===== src/rtl/adc_audio_conditioner.sv =====
// adc_audio_conditioner
// Turns raw unipolar 12-bit ADC codes into signed 16-bit PCM words.
// The datapath removes the DC bias, box-car averages 2^AVG_LOG2 samples
// per output word and raises a sticky flag on ADC rail codes.
// It is a three-stage pipeline: capture, centre, accumulate.
// Optional feature macro: ADC_DC_TRACK_EN. When it is defined, a
// first-order tracker replaces the fixed mid-scale bias of 2048.
module adc_audio_conditioner #(
    parameter int AVG_LOG2 = 3,   // log2 of samples per output word (0..6)
    parameter int DC_SHIFT = 10   // log2 of DC-tracker time constant
) (
    input  logic               clk,
    input  logic               reset_n,
    input  logic               sample_valid,
    input  logic [11:0]        adc_data,
    input  logic               mute,
    input  logic               clear_clip,
    output logic signed [15:0] audio_sample,
    output logic               audio_valid,
    output logic               clip
);

    localparam int ACC_W = 13 + AVG_LOG2;
    // Keep one counter bit even in pass-through mode. CNT_MAX is 0 there,
    // so every sample closes a group.
    localparam int CNT_W = (AVG_LOG2 > 0) ? AVG_LOG2 : 1;
    localparam logic [CNT_W-1:0] CNT_MAX = CNT_W'((1 << AVG_LOG2) - 1);

    // Pipeline registers
    logic [11:0]              r_x;
    logic                     r_v1;
    logic signed [12:0]       r_s;
    logic                     r_v2;
    logic signed [ACC_W-1:0]  r_acc;
    logic [CNT_W-1:0]         r_cnt;

    // Combinational datapath
    logic [11:0]              w_dc;
    logic signed [12:0]       w_s;
    logic signed [ACC_W-1:0]  w_sum;
    logic signed [ACC_W-1:0]  w_shifted;
    logic signed [12:0]       w_avg;
    logic                     w_rail;

    // Centre the captured code against the current bias. The result is
    // 13-bit signed and lies in -4095..4095.
    assign w_s = $signed({1'b0, r_x}) - $signed({1'b0, w_dc});

    // The group sum of 2^AVG_LOG2 values in -4095..4095 always fits in
    // ACC_W bits, so the accumulator needs no overflow guard.
    assign w_sum     = r_acc + ACC_W'(r_s);
    assign w_shifted = w_sum >>> AVG_LOG2;
    assign w_avg     = w_shifted[12:0];

    assign w_rail = (adc_data == 12'd0) || (adc_data == 12'hFFF);

`ifdef ADC_DC_TRACK_EN
    localparam int DC_W = 12 + DC_SHIFT;

    logic [DC_W-1:0]      r_dc_acc;
    logic signed [DC_W:0] w_dc_sum;

    // The leaky integrator adds the freshly centred sample, which uses the
    // old bias. dc_acc settles at (mean << DC_SHIFT), so it cannot overflow.
    assign w_dc_sum = $signed({1'b0, r_dc_acc}) + (DC_W + 1)'(w_s);
    assign w_dc     = r_dc_acc[DC_W-1:DC_SHIFT];

    // DC tracker: advance once per centred sample
    always_ff @(posedge clk or negedge reset_n) begin
        if (!reset_n) begin
            r_dc_acc <= DC_W'(2048) << DC_SHIFT;
        end else if (r_v1) begin
            r_dc_acc <= w_dc_sum[DC_W-1:0];
        end
    end
`else
    assign w_dc = 12'd2048;
`endif

    // S1: capture the raw code and its strobe
    always_ff @(posedge clk or negedge reset_n) begin
        if (!reset_n) begin
            r_x  <= '0;
            r_v1 <= 1'b0;
        end else begin
            // NOTE: state uses non-blocking assignments. All stages then
            // sample pre-edge values, which lets the pipeline advance
            // in lock-step.
            r_v1 <= sample_valid;
            if (sample_valid) begin
                r_x <= adc_data;
            end
        end
    end

    // S2: remove the DC bias
    always_ff @(posedge clk or negedge reset_n) begin
        if (!reset_n) begin
            r_s  <= '0;
            r_v2 <= 1'b0;
        end else begin
            r_v2 <= r_v1;
            if (r_v1) begin
                r_s <= w_s;
            end
        end
    end

    // S3: accumulate a group and emit its floor average scaled to 16 bits
    always_ff @(posedge clk or negedge reset_n) begin
        if (!reset_n) begin
            r_acc        <= '0;
            r_cnt        <= '0;
            audio_sample <= '0;
            audio_valid  <= 1'b0;
        end else begin
            audio_valid <= 1'b0;
            if (r_v2) begin
                if (r_cnt != CNT_MAX) begin
                    r_acc <= w_sum;
                    r_cnt <= r_cnt + 1'b1;
                end else begin
                    // The output needs no saturation: -4096<<3 is -32768
                    // and 4095<<3 is 32760.
                    audio_sample <= mute ? 16'sd0 : $signed({w_avg, 3'b000});
                    audio_valid  <= 1'b1;
                    r_acc        <= '0;
                    r_cnt        <= '0;
                end
            end
        end
    end

    // Sticky rail-clip flag; a new rail code wins over a same-cycle clear
    always_ff @(posedge clk or negedge reset_n) begin
        if (!reset_n) begin
            clip <= 1'b0;
        end else if (sample_valid && w_rail) begin
            clip <= 1'b1;
        end else if (clear_clip) begin
            clip <= 1'b0;
        end
    end

endmodule


===== config.mk =====
export PLATFORM = sky130hd
export DESIGN_NAME = adc_audio_conditioner
export DESIGN_NICKNAME = d
export VERILOG_FILES = /design/src/rtl/adc_audio_conditioner.sv
export SDC_FILE = /design/constraint.sdc
export NUM_CORES = 1
export LEC_CHECK = 0
export CAP_MARGIN = 20
export CELL_PAD_IN_SITES_DETAIL_PLACEMENT = 0
export CELL_PAD_IN_SITES_GLOBAL_PLACEMENT = 1
export CORE_UTILIZATION = 40
export CTS_CLUSTER_DIAMETER = 150
export DETAILED_ROUTE_END_ITERATION = 7
export GPL_TIMING_DRIVEN = 0
export PLACE_DENSITY = 0.83
export SLEW_MARGIN = 40
export SYNTH_ARGS = -nofsm -noshare
export SYNTH_HDL_FRONTEND = slang
export SYNTH_SLANG_ARGS = --single-unit

===== constraint.sdc =====
create_clock -name clk -period 3.66 [get_ports clk]
set_input_delay 0.732 -clock clk [delete_from_list [all_inputs] [get_ports clk]]
set_output_delay 0.732 -clock clk [all_outputs]
set_load 0.05 [all_outputs]

==> After elaboration in Yosys (flattened, before gate mapping) <==
Index checks and enable logic that the tools add are counted.
{ "op_classes": {"mux": 7, "n_addsub": 3, "reduce_logical": 5, "n_bitwise": 1, "n_eq_ne": 2} }
{ "op_table": {"columns": ["operator", "n"], "rows": [
  ["16-bit two-way mux", 2],
  ["16-bit by 13-bit adder with 16-bit output", 1],
  ["12-bit by 12-bit subtractor with 13-bit output (second input constant)", 1],
  ["12-bit == test (second input constant)", 1],
  ["12-bit logical NOT", 1],
  ["1-bit two-way mux", 4],
  ["3-bit by 1-bit adder with 3-bit output (second input constant)", 1],
  ["3-bit two-way mux", 1],
  ["3-bit inequality test (second input constant)", 1],
  ["2-bit AND reduction", 1],
  ["2-bit nonzero test", 1],
  ["1-bit logical AND", 1],
  ["1-bit logical OR", 1],
  ["1-bit inverter", 1]
]} }
{ "word_totals": {"register_bits": 64, "inputBits": 17, "word_cells": 27, "output_inout_bits": 18} }

==> Logic depth before layout (Yosys ltp) <==
Gate-level depths: netlist of the first run.
{ "depth": {"ltp_word": 4, "ltp_mapped": 8, "depth_no_buf": 8} }

==> Worst setup path after synthesis of the first run <==
No wires, ideal clock.
{ "synth_path": {"path_type": "register -> register", "from": "register r_s[0]", "to": "register audio_sample[14]", "path_stages_with_launch": 9, "required_ns": 3.534, "synth_period_minus_slack_ns": 2.229, "slack_ns": 1.431, "n_path_buf": 0, "arrival_ns": 2.103, "setup_ns": 0.126, "path_cell_list": "dfrtp_1 > ha_1 > fa_1 > a21oi_1 > o21ai_1 > a21oi_1 > a31oi_1 > mux2i_1 > a221o_1"} }
{ "synth_between": {"elab_chain_len": 2} }
{ "synth_rtl": {"columns": ["item", "line", "rtl"], "rows": [
  ["from (decl)", "32", "logic signed [12:0] r_s;"],
  ["from (signal assigned)", "104", "r_s <= w_s;"],
  ["16-bit by 13-bit adder with 16-bit output", "51", "assign w_sum = r_acc + ACC_W'(r_s);"],
  ["16-bit two-way mux", "125", "audio_sample <= mute ? 16'sd0 : $signed({w_avg, 3'b000});"],
  ["to (signal assigned)", "125", null],
  ["to (decl)", "18", "output logic signed [15:0] audio_sample,"]
]} }
No other way between the ends.
A chain may end at the register's enable or synchronous reset.

==> Worst setup path after layout of the first run <==
{ "layout_path": {"from": "register r_s[0]", "to": "register r_acc[14]"} }
{ "layout_between": {"elab_chain_len": 2} }
{ "layout_rtl": {"columns": ["item", "line", "rtl"], "rows": [
  ["16-bit by 13-bit adder with 16-bit output", "51", null],
  ["16-bit two-way mux", "119", "if (r_cnt != CNT_MAX) begin"],
  ["to (signal assigned)", "120", "r_acc <= w_sum;"],
  ["to (decl)", "34", "logic signed [ACC_W-1:0] r_acc;"]
]} }
No other way between the ends.

==> impl_metrics.tcl, run 1 <==
set metrics [dict create \
    outcome "finished clean" \
    detailedRoute.firstIterationViolations 105 \
    finalWorstPathRequiredPeriod_ns 2.58 \
    groute.usage.overall 0.166 \
    fin_nets 332 \
    timing.final.hold_violations 0 \
    synth_largest_type_area_fraction 0.510 \
    critPathArrivalTime_ns 2.80 \
    sw_frac_of_total 0.408 \
    timing.final.setup_violations 0 \
    hold_buffers 0 \
    die_h_um 87.8 \
    ys_warn_count 0 \
    fin_skew_ns 0.00594 \
    num_antenna_cells 0 \
    ys_seq_elements 60 \
    grt_antenna_before_repair 0 \
    fmaxAchievable_mhz 387 \
    coreArea_um2 6940 \
    ios 35 \
    power-per-cell-area_nw_per_um2 869 \
    syn_avg_cell_area_um2 11.7 \
    grt_pass1_vias 2060 \
    max_slew_margin 0.631 \
    critical_path.reg2reg.startpoint "r_s[0]$_DFFE_PN0P_" \
    synth_enable_flop_cells 0 \
    clock_insertion_delay_worst_skew_ns 0.34 \
    worstPathMaxFanout 4 \
    worstRegToRegCells 8 \
    synth_cell_types 44 \
    port_buffers 31 \
    timing_worst_setup_path_type "register to register" \
    post_drt_via_cell_ratio 5.20 \
    utilization 0.522 \
    hold_path.class "input pin to asynchronous set/reset pin" \
    seq_power_share 0.312 \
    num-fill-cells 626 \
    timing.setup.tns_ns 0 \
    clock_tree.htree_level_count 3 \
    drtPass1Iterations 4 \
    syn_to_final_growth_pct 23.1 \
    detailed_place_hpwl_mm 4.23 \
    worst-slew-pin-transition_ns 0.552 \
    initial_core_util 0.424 \
    gr-total-overflow 0 \
    startpoint_type "register" \
    rsz0062_at_grt "no" \
    netlist_area_um2 2950 \
    worstReg2RegEnd "r_acc[14]$_DFFE_PN0P_" \
    power.total_w 0.00315 \
    rrSetupSlack_ns 1.08 \
    intPower_w 0.00187 \
    cts-root-to-sink-buffers 2 \
    ant_nets 0 \
    die_area_um2 7710 \
    route.detailed.wl_per_inst_um 14.0 \
    postCtsSetupBuffers 0 \
    final_max_slew_viol_count 0 \
    cts_root_buffer "clkbuf_8" \
    p_comb_frac 0.480 \
    final_min_period_over_clock_period 0.705 \
    drc 0 \
    gp_congestion 0.942 \
    net_switching_power_of_the_design_w 0.00128 \
    cts-resized-gates 0 \
    fp-row-count 30 \
    synth.largest_area_cell "dfrtp_1" \
    synth_seq_area_share 0.510 \
    die_x_extent_um 87.8 \
    hold_slack_ns 0.286 \
    drive_above_1_share 0.166 \
    cts_sinks 60 \
    vias 2071 \
    synth_async_sr_flop_share 1.00 \
    number_of_buffers_created_by_cts 9 \
    synthTopCellsByCount "60 x dfrtp_1, 24 x mux2_2, 17 x ha_1, 17 x nand2_1, 16 x a22o_1" \
    worst_ir_drop_vdd_mv 0.261 \
    pin_count_of_the_biggest_net_entering_global_routing 37 \
    cts.clk_slew.worst_paths_ns 0.07 \
    timing.critical_path.to_type "register" \
    power.share.clock 0.207 \
    number_of_max_capacitance_violations_reported 0 \
    ys_dominant_reg_cell "dfrtp_1" \
    yosysMostFrequentCell "dfrtp_1" \
    grt_pass1_wl_mm 9.76 \
    wirelength_mm 5.58 \
    tritoncts_clock_tree "yes" \
    power.leakage_nw 1.57 \
    yosys-top-cells-area "dfrtp_1 51%, mux2_2 9.2%, ha_1 7.2%" \
    critical_path_required_ns 3.88 \
    syn_inst 252 \
]
==> final cells by class <==
| type | instances | area (um2) | share of cell area |
|---|---|---|---|
| flip-flops and latches | 60 | 1500 | 0.414 |
| inverters | 8 | 30.0 | 0.00828 |
| plain buffers | 12 | 57.6 | 0.0159 |
| clock buffers | 9 | 124 | 0.0341 |
| clock inverters | 7 | 101 | 0.0279 |
| well taps | 96 | 120 | 0.0331 |
| repair buffers | 32 | 328 | 0.0904 |
| multi-input cells | 174 | 1370 | 0.376 |
==> power groups by stage <==
stage | sequential, W | clock (W) | combinational (W)
3_5_place_dp | 0.000994 | 0 | 0.00151
5_1_grt | 0.00101 | 0.000699 | 0.00167
4_1_cts | 0.000986 | 0.000670 | 0.00151
2_1_floorplan | 0.00118 | 0 | 0.000921
6_report | 0.000985 | 0.000654 | 0.00151
3_3_place_gp | 0.000990 | 0 | 0.00148
==> per-stage QoR <==
| stage | setup WS, ns | std cells | area, um2 |
|---|---|---|---|
| floorplan | 1.43 | 254 | 2950 |
| global placement | 0.0213 | 381 | 3380 |
| detailed placement | 1.13 | 382 | 3400 |
| CTS | 1.11 | 398 | 3630 |
| global route | 0.992 | 398 | 3630 |
| finish | 1.08 | 398 | 3630 |
==> how the worst max path moves through the flow <==
| stage | startpoint | to | slack (ns) | cells past startpoint |
|---|---|---|---|---|
| detailed placement | r_s[0]$_DFFE_PN0P_ | r_acc[14]$_DFFE_PN0P_ | 1.13 | 8 |
| finish | r_s[0]$_DFFE_PN0P_ | r_acc[14]$_DFFE_PN0P_ | 1.08 | 8 |
| CTS | r_s[0]$_DFFE_PN0P_ | r_acc[14]$_DFFE_PN0P_ | 1.11 | 8 |
| global route | r_s[0]$_DFFE_PN0P_ | r_acc[14]$_DFFE_PN0P_ | 0.99 | 8 |
| floorplan | r_s[0]$_DFFE_PN0P_ | audio_sample[14]$_DFFE_PN0P_ | 1.43 | 8 |
| global placement | reset_n | r_x[10]$_DFFE_PN0P_ | 0.02 | 1 |
==> cell families after synthesis <==
logic type	Yosys count	share of synthesized area
compound gates	69	0.166
xor+xnor	14	0.0416
fa+ha+maj	18	0.0790
buf+inv	20	0.0297
flops	60	0.510
mux	26	0.0985
other cells	1	0.00127
simple gates	44	0.0747
==> registers in the layout, summed over array words and instances, names as in the netlist, 3 cells and up <==
register / flops
audio_sample: 13
r_acc: 16
r_cnt: 3
r_s: 12
r_x: 12
==> metal layers <==
layer	share of wire	GRT usage
met1	0.49	0.229
met2	0.44	0.245
met3	0.044	0.0358
met4	0.021	0.0879
met5	0	0
==> critical path, stage by stage (launching register included) <==
cell	delay [ns]
dfrtp_1	0.40
ha_1	0.23
fa_1	0.41
a21oi_1	0.21
o21ai_1	0.12
a21oi_1	0.39
a31oi_1	0.19
mux2i_1	0.18
a221o_1	0.34
==> layout by cell type (no fill, tap or decap), drive strengths merged, types with 3 or more instances in the layout <==
master / n
dfrtp: 60
clkdlybuf4s50: 30
mux2: 24
nand2: 18
ha: 17
a22o: 16
a21oi: 15
clkbuf: 15
o21ai: 14
xnor2: 10
buf: 8
inv: 7
nand4: 6
o2bb2ai: 5
nor2: 4
a31oi: 4
nor3: 4
xor2: 4
clkinv: 4
a21o: 3
nand3: 3
o21bai: 3
conb: 3
Note: power is estimated with default switching activity, not from simulation.
==> inputs of run 2 (changes only) <==
- PLACE_DENSITY: 0.83 -> 0.86
- clock period: 3.66 -> 2.2 ns (I/O delays scaled with it)
==> run 2 against run 1 <==
  * Cell area increased by 3.0%
  * First-iteration DRC count decreased by 11%
  * Register-to-register slack got worse by 1.0 ns
  * Die area unchanged
  * Worst setup slack got worse by 1.0 ns
  * Power increased by 76%
==> impl_metrics.tcl, run 2 (synthesis results as in run 1) <==
set metrics [dict create \
    outcome "finished clean" \
    cts_root_buffer "clkbuf_8" \
    intPower_w 0.00333 \
    drtPass1Iterations 4 \
    timing.critical_path.to_type "register" \
    largest_register_ffs 16 \
    number_of_buffers_created_by_cts 9 \
    clock_tree.htree_level_count 3 \
    power.leakage_nw 1.62 \
    initial_core_util 0.424 \
    syn_to_final_growth_pct 26.8 \
    worst_ir_drop_vdd_mv 0.487 \
    most_frequent_cells_in_the_layout "60 x dfrtp_1, 30 x clkdlybuf4s50_1, 24 x mux2_2" \
    slowest_stage_cell_crit_path "dfrtp_1" \
    power.share.clock 0.219 \
    tritoncts_clock_tree "yes" \
    largestRegisters "r_acc x16, audio_sample x13" \
    wirelength_mm 5.75 \
    grt_use_met2 0.253 \
    detailed_place_hpwl_mm 4.27 \
    max_slew_margin 0.619 \
    critical_path_required_ns 2.42 \
    startpoint_type "register" \
    number_of_max_capacitance_violations_reported 0 \
    net_switching_power_of_the_design_w 0.00223 \
    rrSetupSlack_ns 0.03 \
    die_area_um2 7710 \
    vias 2090 \
    power-per-cell-area_nw_per_um2 1490 \
    die_h_um 87.8 \
    ios 35 \
    fin_nets 335 \
    timing.final.hold_violations 0 \
    gr-total-overflow 0 \
    layout.cells.most_common "dfrtp_1" \
    critPathArrivalTime_ns 2.39 \
    timing.setup.tns_ns 0 \
    critical_path.n_buffers_inverters 0 \
    fp-row-count 30 \
    grt.met1_usage 0.237 \
    grt_most_used_layer "met2" \
    rsz0062_at_grt "yes" \
    fmaxAchievable_mhz 461 \
    detailedRoute.firstIterationViolations 93 \
    drive_above_1_share 0.210 \
    hold_path.class "register to register" \
    cts_sinks 60 \
    drc 0 \
    sw_frac_of_total 0.401 \
    final_min_period_over_clock_period 0.985 \
    gp_congestion 0.906 \
    pin_count_of_the_biggest_net_entering_global_routing 41 \
    num-fill-cells 603 \
    power.total_w 0.00555 \
    fin_skew_ns 0.00811 \
    cell_family_contributing_the_most_delay_on_the_critical_path "compound AO/OA/AOI/OAI gates" \
    port_buffers 31 \
    grt_pass1_wl_mm 9.98 \
    global_route.usage.met3 0.0518 \
    clock_insertion_delay_worst_skew_ns 0.34 \
    route.detailed.wl_per_inst_um 14.3 \
    coreArea_um2 6940 \
    cell_chain_critical_path "ha_2 -> fa_2 -> a21oi_4 -> o21ai_2 -> a21oi_2 -> a31oi_2 -> mux2i_1 -> a221o_1" \
    seq_power_share 0.295 \
    ant_nets 0 \
    largest_register_by_flop_count "r_acc" \
    num_antenna_cells 0 \
    grt_antenna_before_repair 0 \
    post_drt_via_cell_ratio 5.21 \
    cts.clk_slew.worst_paths_ns 0.07 \
    p_comb_frac 0.486 \
    worstPathMaxFanout 4 \
    die_x_extent_um 87.8 \
    groute.usage.overall 0.173 \
    worst-slew-pin-transition_ns 0.569 \
    largest_incremental_delay_on_the_critical_path_ns 0.40 \
    final_max_slew_viol_count 0 \
    finalWorstPathRequiredPeriod_ns 2.17 \
    timing_worst_setup_path_type "register to register" \
    grt_pass1_vias 2033 \
    timing.final.setup_violations 0 \
    cts-root-to-sink-buffers 2 \
]
## run 2: changes by cell type in the layout (fill, tap and decap cells not counted), moves of 2 or more
cell	previous run	this run
o21ai_0	13	11
buf_4	4	8
clkbuf_1	6	4
a21oi_1	14	11
a21oi_2	1	3
## run 2: power groups by stage
| stage | Sequential [W] | Clock [W] | Combinational, W |
|---|---|---|---|
| after floorplan | 0.00197 | 0 | 0.00154 |
| after global placement | 0.00165 | 0 | 0.00247 |
| after detailed placement | 0.00165 | 0 | 0.00252 |
| after CTS | 0.00164 | 0.00124 | 0.00260 |
| after global routing | 0.00168 | 0.00129 | 0.00295 |
| final | 0.00164 | 0.00121 | 0.00270 |
## run 2: what timing repair did
item,in CTS,in global routing
hold buffers,1,0
resized for setup,5,7
pin swaps,8,7
setup endpoints to repair,6,11
buffers inserted,3,1
endpoints found under the hold margin,20,0
## run 2: worst register-to-register path: stages (launching register included)
cell     delay, ns
dfrtp_1       0.40
ha_2          0.19
fa_2          0.37
a21oi_4       0.15
o21ai_2       0.08
a21oi_2       0.24
a31oi_2       0.14
mux2i_1       0.17
a221o_1       0.30
## run 2: area by class of cell
| type | count | area (um2) | area share |
|---|---|---|---|
| Timing Repair Buffer | 37 | 368 | 0.0985 |
| Inverter | 8 | 33.8 | 0.00904 |
| Clock inverter | 7 | 125 | 0.0335 |
| Multi-Input combinational cell | 174 | 1410 | 0.378 |
| Buffer | 10 | 50.0 | 0.0134 |
| Sequential cell | 60 | 1500 | 0.402 |
| Tap cell | 96 | 120 | 0.0322 |
| Clock buffer | 9 | 124 | 0.0332 |
## run 2: metrics by stage
| stage | setup slack (ns) | utilization | area, um2 | hold slack (ns) | instances |
|---|---|---|---|---|---|
| after global routing | -0.0813 | 0.538 | 3740 | 0.490 | 401 |
| final | 0.0327 | 0.538 | 3740 | 0.459 | 401 |
| after detailed placement | -0.237 | 0.490 | 3410 | 0.341 | 382 |
| after CTS | 0.00950 | 0.534 | 3710 | 0.465 | 402 |
| after floorplan | 0.0382 | - | 2960 | 0.144 | 254 |
| after global placement | -1.11 | 0.488 | 3390 | 0.436 | 381 |
## run 2: layer usage
| metal | up-vias | wire [um] | part of all wire |
|---|---|---|---|
| met5 | - | 0 | 0 |
| met2 | 52 | 2490 | 0.43 |
| li1 | 1027 | - | - |
| met4 | 0 | 130 | 0.023 |
| met3 | 10 | 226 | 0.039 |
| met1 | 1001 | 2900 | 0.51 |
## run 2: path summary, 6_finish.rpt
path,from,end,cells after the start
max,r_s[0]$_DFFE_PN0P_,audio_sample[14]$_DFFE_PN0P_,8
min,r_x[11]$_DFFE_PN0P_,r_s[11]$_DFFE_PN0P_,1
max reg2reg,r_s[0]$_DFFE_PN0P_,audio_sample[14]$_DFFE_PN0P_,8
min reg2reg,r_x[11]$_DFFE_PN0P_,r_s[11]$_DFFE_PN0P_,1
max in group asynchronous,reset_n,r_x[10]$_DFFE_PN0P_,3
min in group asynchronous,reset_n,audio_sample[4]$_DFFE_PN0P_,2
==> inputs of run 3 (changes only) <==
- SLEW_MARGIN: 40 -> unset
==> run 3 against run 2 <==
  * Via count decreased by 0.24%
  * Combinational power about the same
  * Sequential cell count unchanged
  * Worst setup slack about the same
  * Power about the same
  * Wire length increased by 0.49%
==> impl_metrics.tcl, run 3 (synthesis results as in run 1) <==
set metrics [dict create \
    die_h_um 87.8 \
    hold_path.class "input pin to asynchronous set/reset pin" \
    gr-total-overflow 0 \
    finalWorstPathRequiredPeriod_ns 2.17 \
    wirelength_mm 5.78 \
    fmaxAchievable_mhz 461 \
    coreArea_um2 6940 \
    vias 2085 \
    port_buffers 31 \
    tritoncts_clock_tree "yes" \
    cell_family_contributing_the_most_delay_on_the_critical_path "compound AO/OA/AOI/OAI gates" \
    worstRegToRegCells 8 \
    cts.clk_slew.worst_paths_ns 0.07 \
    cts-root-to-sink-buffers 2 \
    grt_pass1_vias 2031 \
    final_max_slew_viol_count 0 \
    worst-slew-pin-transition_ns 0.566 \
    power-per-cell-area_nw_per_um2 1490 \
    outcome "finished clean" \
    worstPathMaxFanout 4 \
    layout.cells.most_common "dfrtp_1" \
    cell_chain_critical_path "ha_2 -> fa_2 -> a21oi_4 -> o21ai_2 -> a21oi_2 -> a31oi_2 -> mux2i_1 -> a221o_1" \
    final_min_period_over_clock_period 0.985 \
    ios 35 \
    number_of_buffers_created_by_cts 9 \
    largest_register_ffs 16 \
    drc 0 \
    slowest_stage_cell_crit_path "dfrtp_1" \
    post_layout_nonfiller_instances 400 \
    rrSetupSlack_ns 0.03 \
    die_area_um2 7710 \
    cts_root_buffer "clkbuf_8" \
    critical_path_required_ns 2.43 \
    gp_congestion 0.906 \
    startpoint "r_s[0]$_DFFE_PN0P_" \
    post_drt_via_cell_ratio 5.21 \
    grt_pass1_wl_mm 9.98 \
    clock_tree.htree_level_count 3 \
    fp-row-count 30 \
    groute.usage.overall 0.173 \
    largest_register_by_flop_count "r_acc" \
    pin_count_of_the_biggest_net_entering_global_routing 41 \
    worstReg2RegEnd "audio_sample[14]$_DFFE_PN0P_" \
    clock_insertion_delay_worst_skew_ns 0.34 \
    grt_use_met2 0.252 \
    timing.critical_path.to_type "register" \
    drtPass1Iterations 4 \
    rsz0062_at_grt "yes" \
    initial_core_util 0.424 \
    route.detailed.wl_per_inst_um 14.4 \
    die_x_extent_um 87.8 \
    worst_ir_drop_vdd_mv 0.487 \
    grt_most_used_layer "met2" \
    power.leakage_nw 1.61 \
    critical_path.n_buffers_inverters 0 \
    placed_cells 382 \
    largest_incremental_delay_on_the_critical_path_ns 0.40 \
    global_route.usage.met3 0.0518 \
    grt_antenna_before_repair 0 \
    timing.final.setup_violations 0 \
    detailedRoute.firstIterationViolations 109 \
    num-fill-cells 608 \
    final.setup.worst_slack_ns 0.0323 \
    timing_worst_setup_path_type "register to register" \
    largestRegisters "r_acc x16, audio_sample x13" \
    number_of_max_capacitance_violations_reported 0 \
    max_slew_margin 0.621 \
    critPathArrivalTime_ns 2.39 \
    ant_nets 0 \
    most_frequent_cells_in_the_layout "60 x dfrtp_1, 30 x clkdlybuf4s50_1, 24 x mux2_2" \
    grt.met1_usage 0.237 \
    timing.final.hold_violations 0 \
    drive_above_1_share 0.211 \
    fin_skew_ns 0.00859 \
    startpoint_type "register" \
    critical_path.reg2reg.startpoint "r_s[0]$_DFFE_PN0P_" \
    syn_to_final_growth_pct 26.4 \
    num_antenna_cells 0 \
    detailed_place_hpwl_mm 4.27 \
    fin_nets 334 \
    dp_slack_ns -0.237 \
    cts_sinks 60 \
]
==> run 3: changes by cell type in the layout (fill, tap and decap cells not counted), sizes merged <==
cell / delta
dlygate4sd3: -1
==> run 3: per-layer routing <==
metal | part of all wire | vias to the layer above
met4 | 0.021 | 0
met3 | 0.039 | 11
li1 | - | 1025
met5 | 0 | -
met2 | 0.43 | 52
met1 | 0.51 | 997
==> run 3: cell type report <==
| type | instances | area [um2] | area share |
|---|---|---|---|
| Inverter | 8 | 33.8 | 0.00907 |
| Sequential cell | 60 | 1500 | 0.403 |
| Tap cell | 96 | 120 | 0.0323 |
| Clock buffer | 9 | 124 | 0.0333 |
| Clock inverter | 7 | 125 | 0.0336 |
| Buffer | 10 | 50.0 | 0.0134 |
| Multi-Input combinational cell | 174 | 1410 | 0.380 |
| Timing Repair Buffer | 36 | 355 | 0.0954 |
==> run 3: per-stage QoR <==
step | util | power (W) | area [um2] | setup TNS [ns] | hold slack [ns]
2_1_floorplan | - | 0.00351 | 2960 | 0 | 0.144
3_3_place_gp | 0.488 | 0.00411 | 3390 | -66.95 | 0.436
3_5_place_dp | 0.490 | 0.00418 | 3400 | -0.774 | 0.426
4_1_cts | 0.532 | 0.00548 | 3690 | 0 | 0.0513
5_1_grt | 0.536 | 0.00592 | 3720 | -0.291 | 0.0813
6_report | 0.536 | 0.00555 | 3720 | 0 | 0.0460
==> run 3: power by group <==
part | switching [W] | internal, W
Combinational | 0.00157 | 0.00113
Sequential | 0.000203 | 0.00144
Clock | 0.000459 | 0.000759
Total | 0.00223 | 0.00332
==> run 3: worst max path at each step <==
stage	end	cells past startpoint	slack, ns
floorplan	audio_sample[14]$_DFFE_PN0P_	8	0.04
finish	audio_sample[14]$_DFFE_PN0P_	8	0.03
CTS	audio_sample[14]$_DFFE_PN0P_	8	0.009
detailed placement	r_acc[14]$_DFFE_PN0P_	8	-0.24
global route	r_acc[14]$_DFFE_PN0P_	8	-0.08
global placement	r_x[10]$_DFFE_PN0P_	1	-1.11
==> run 3: repair_timing <==
action,CTS,global route
hold buffers,0,0
endpoints found under the hold margin,0,0
gates resized for setup,5,7
pin swaps,8,7
buffers inserted,3,1
endpoints found under the setup margin,6,11
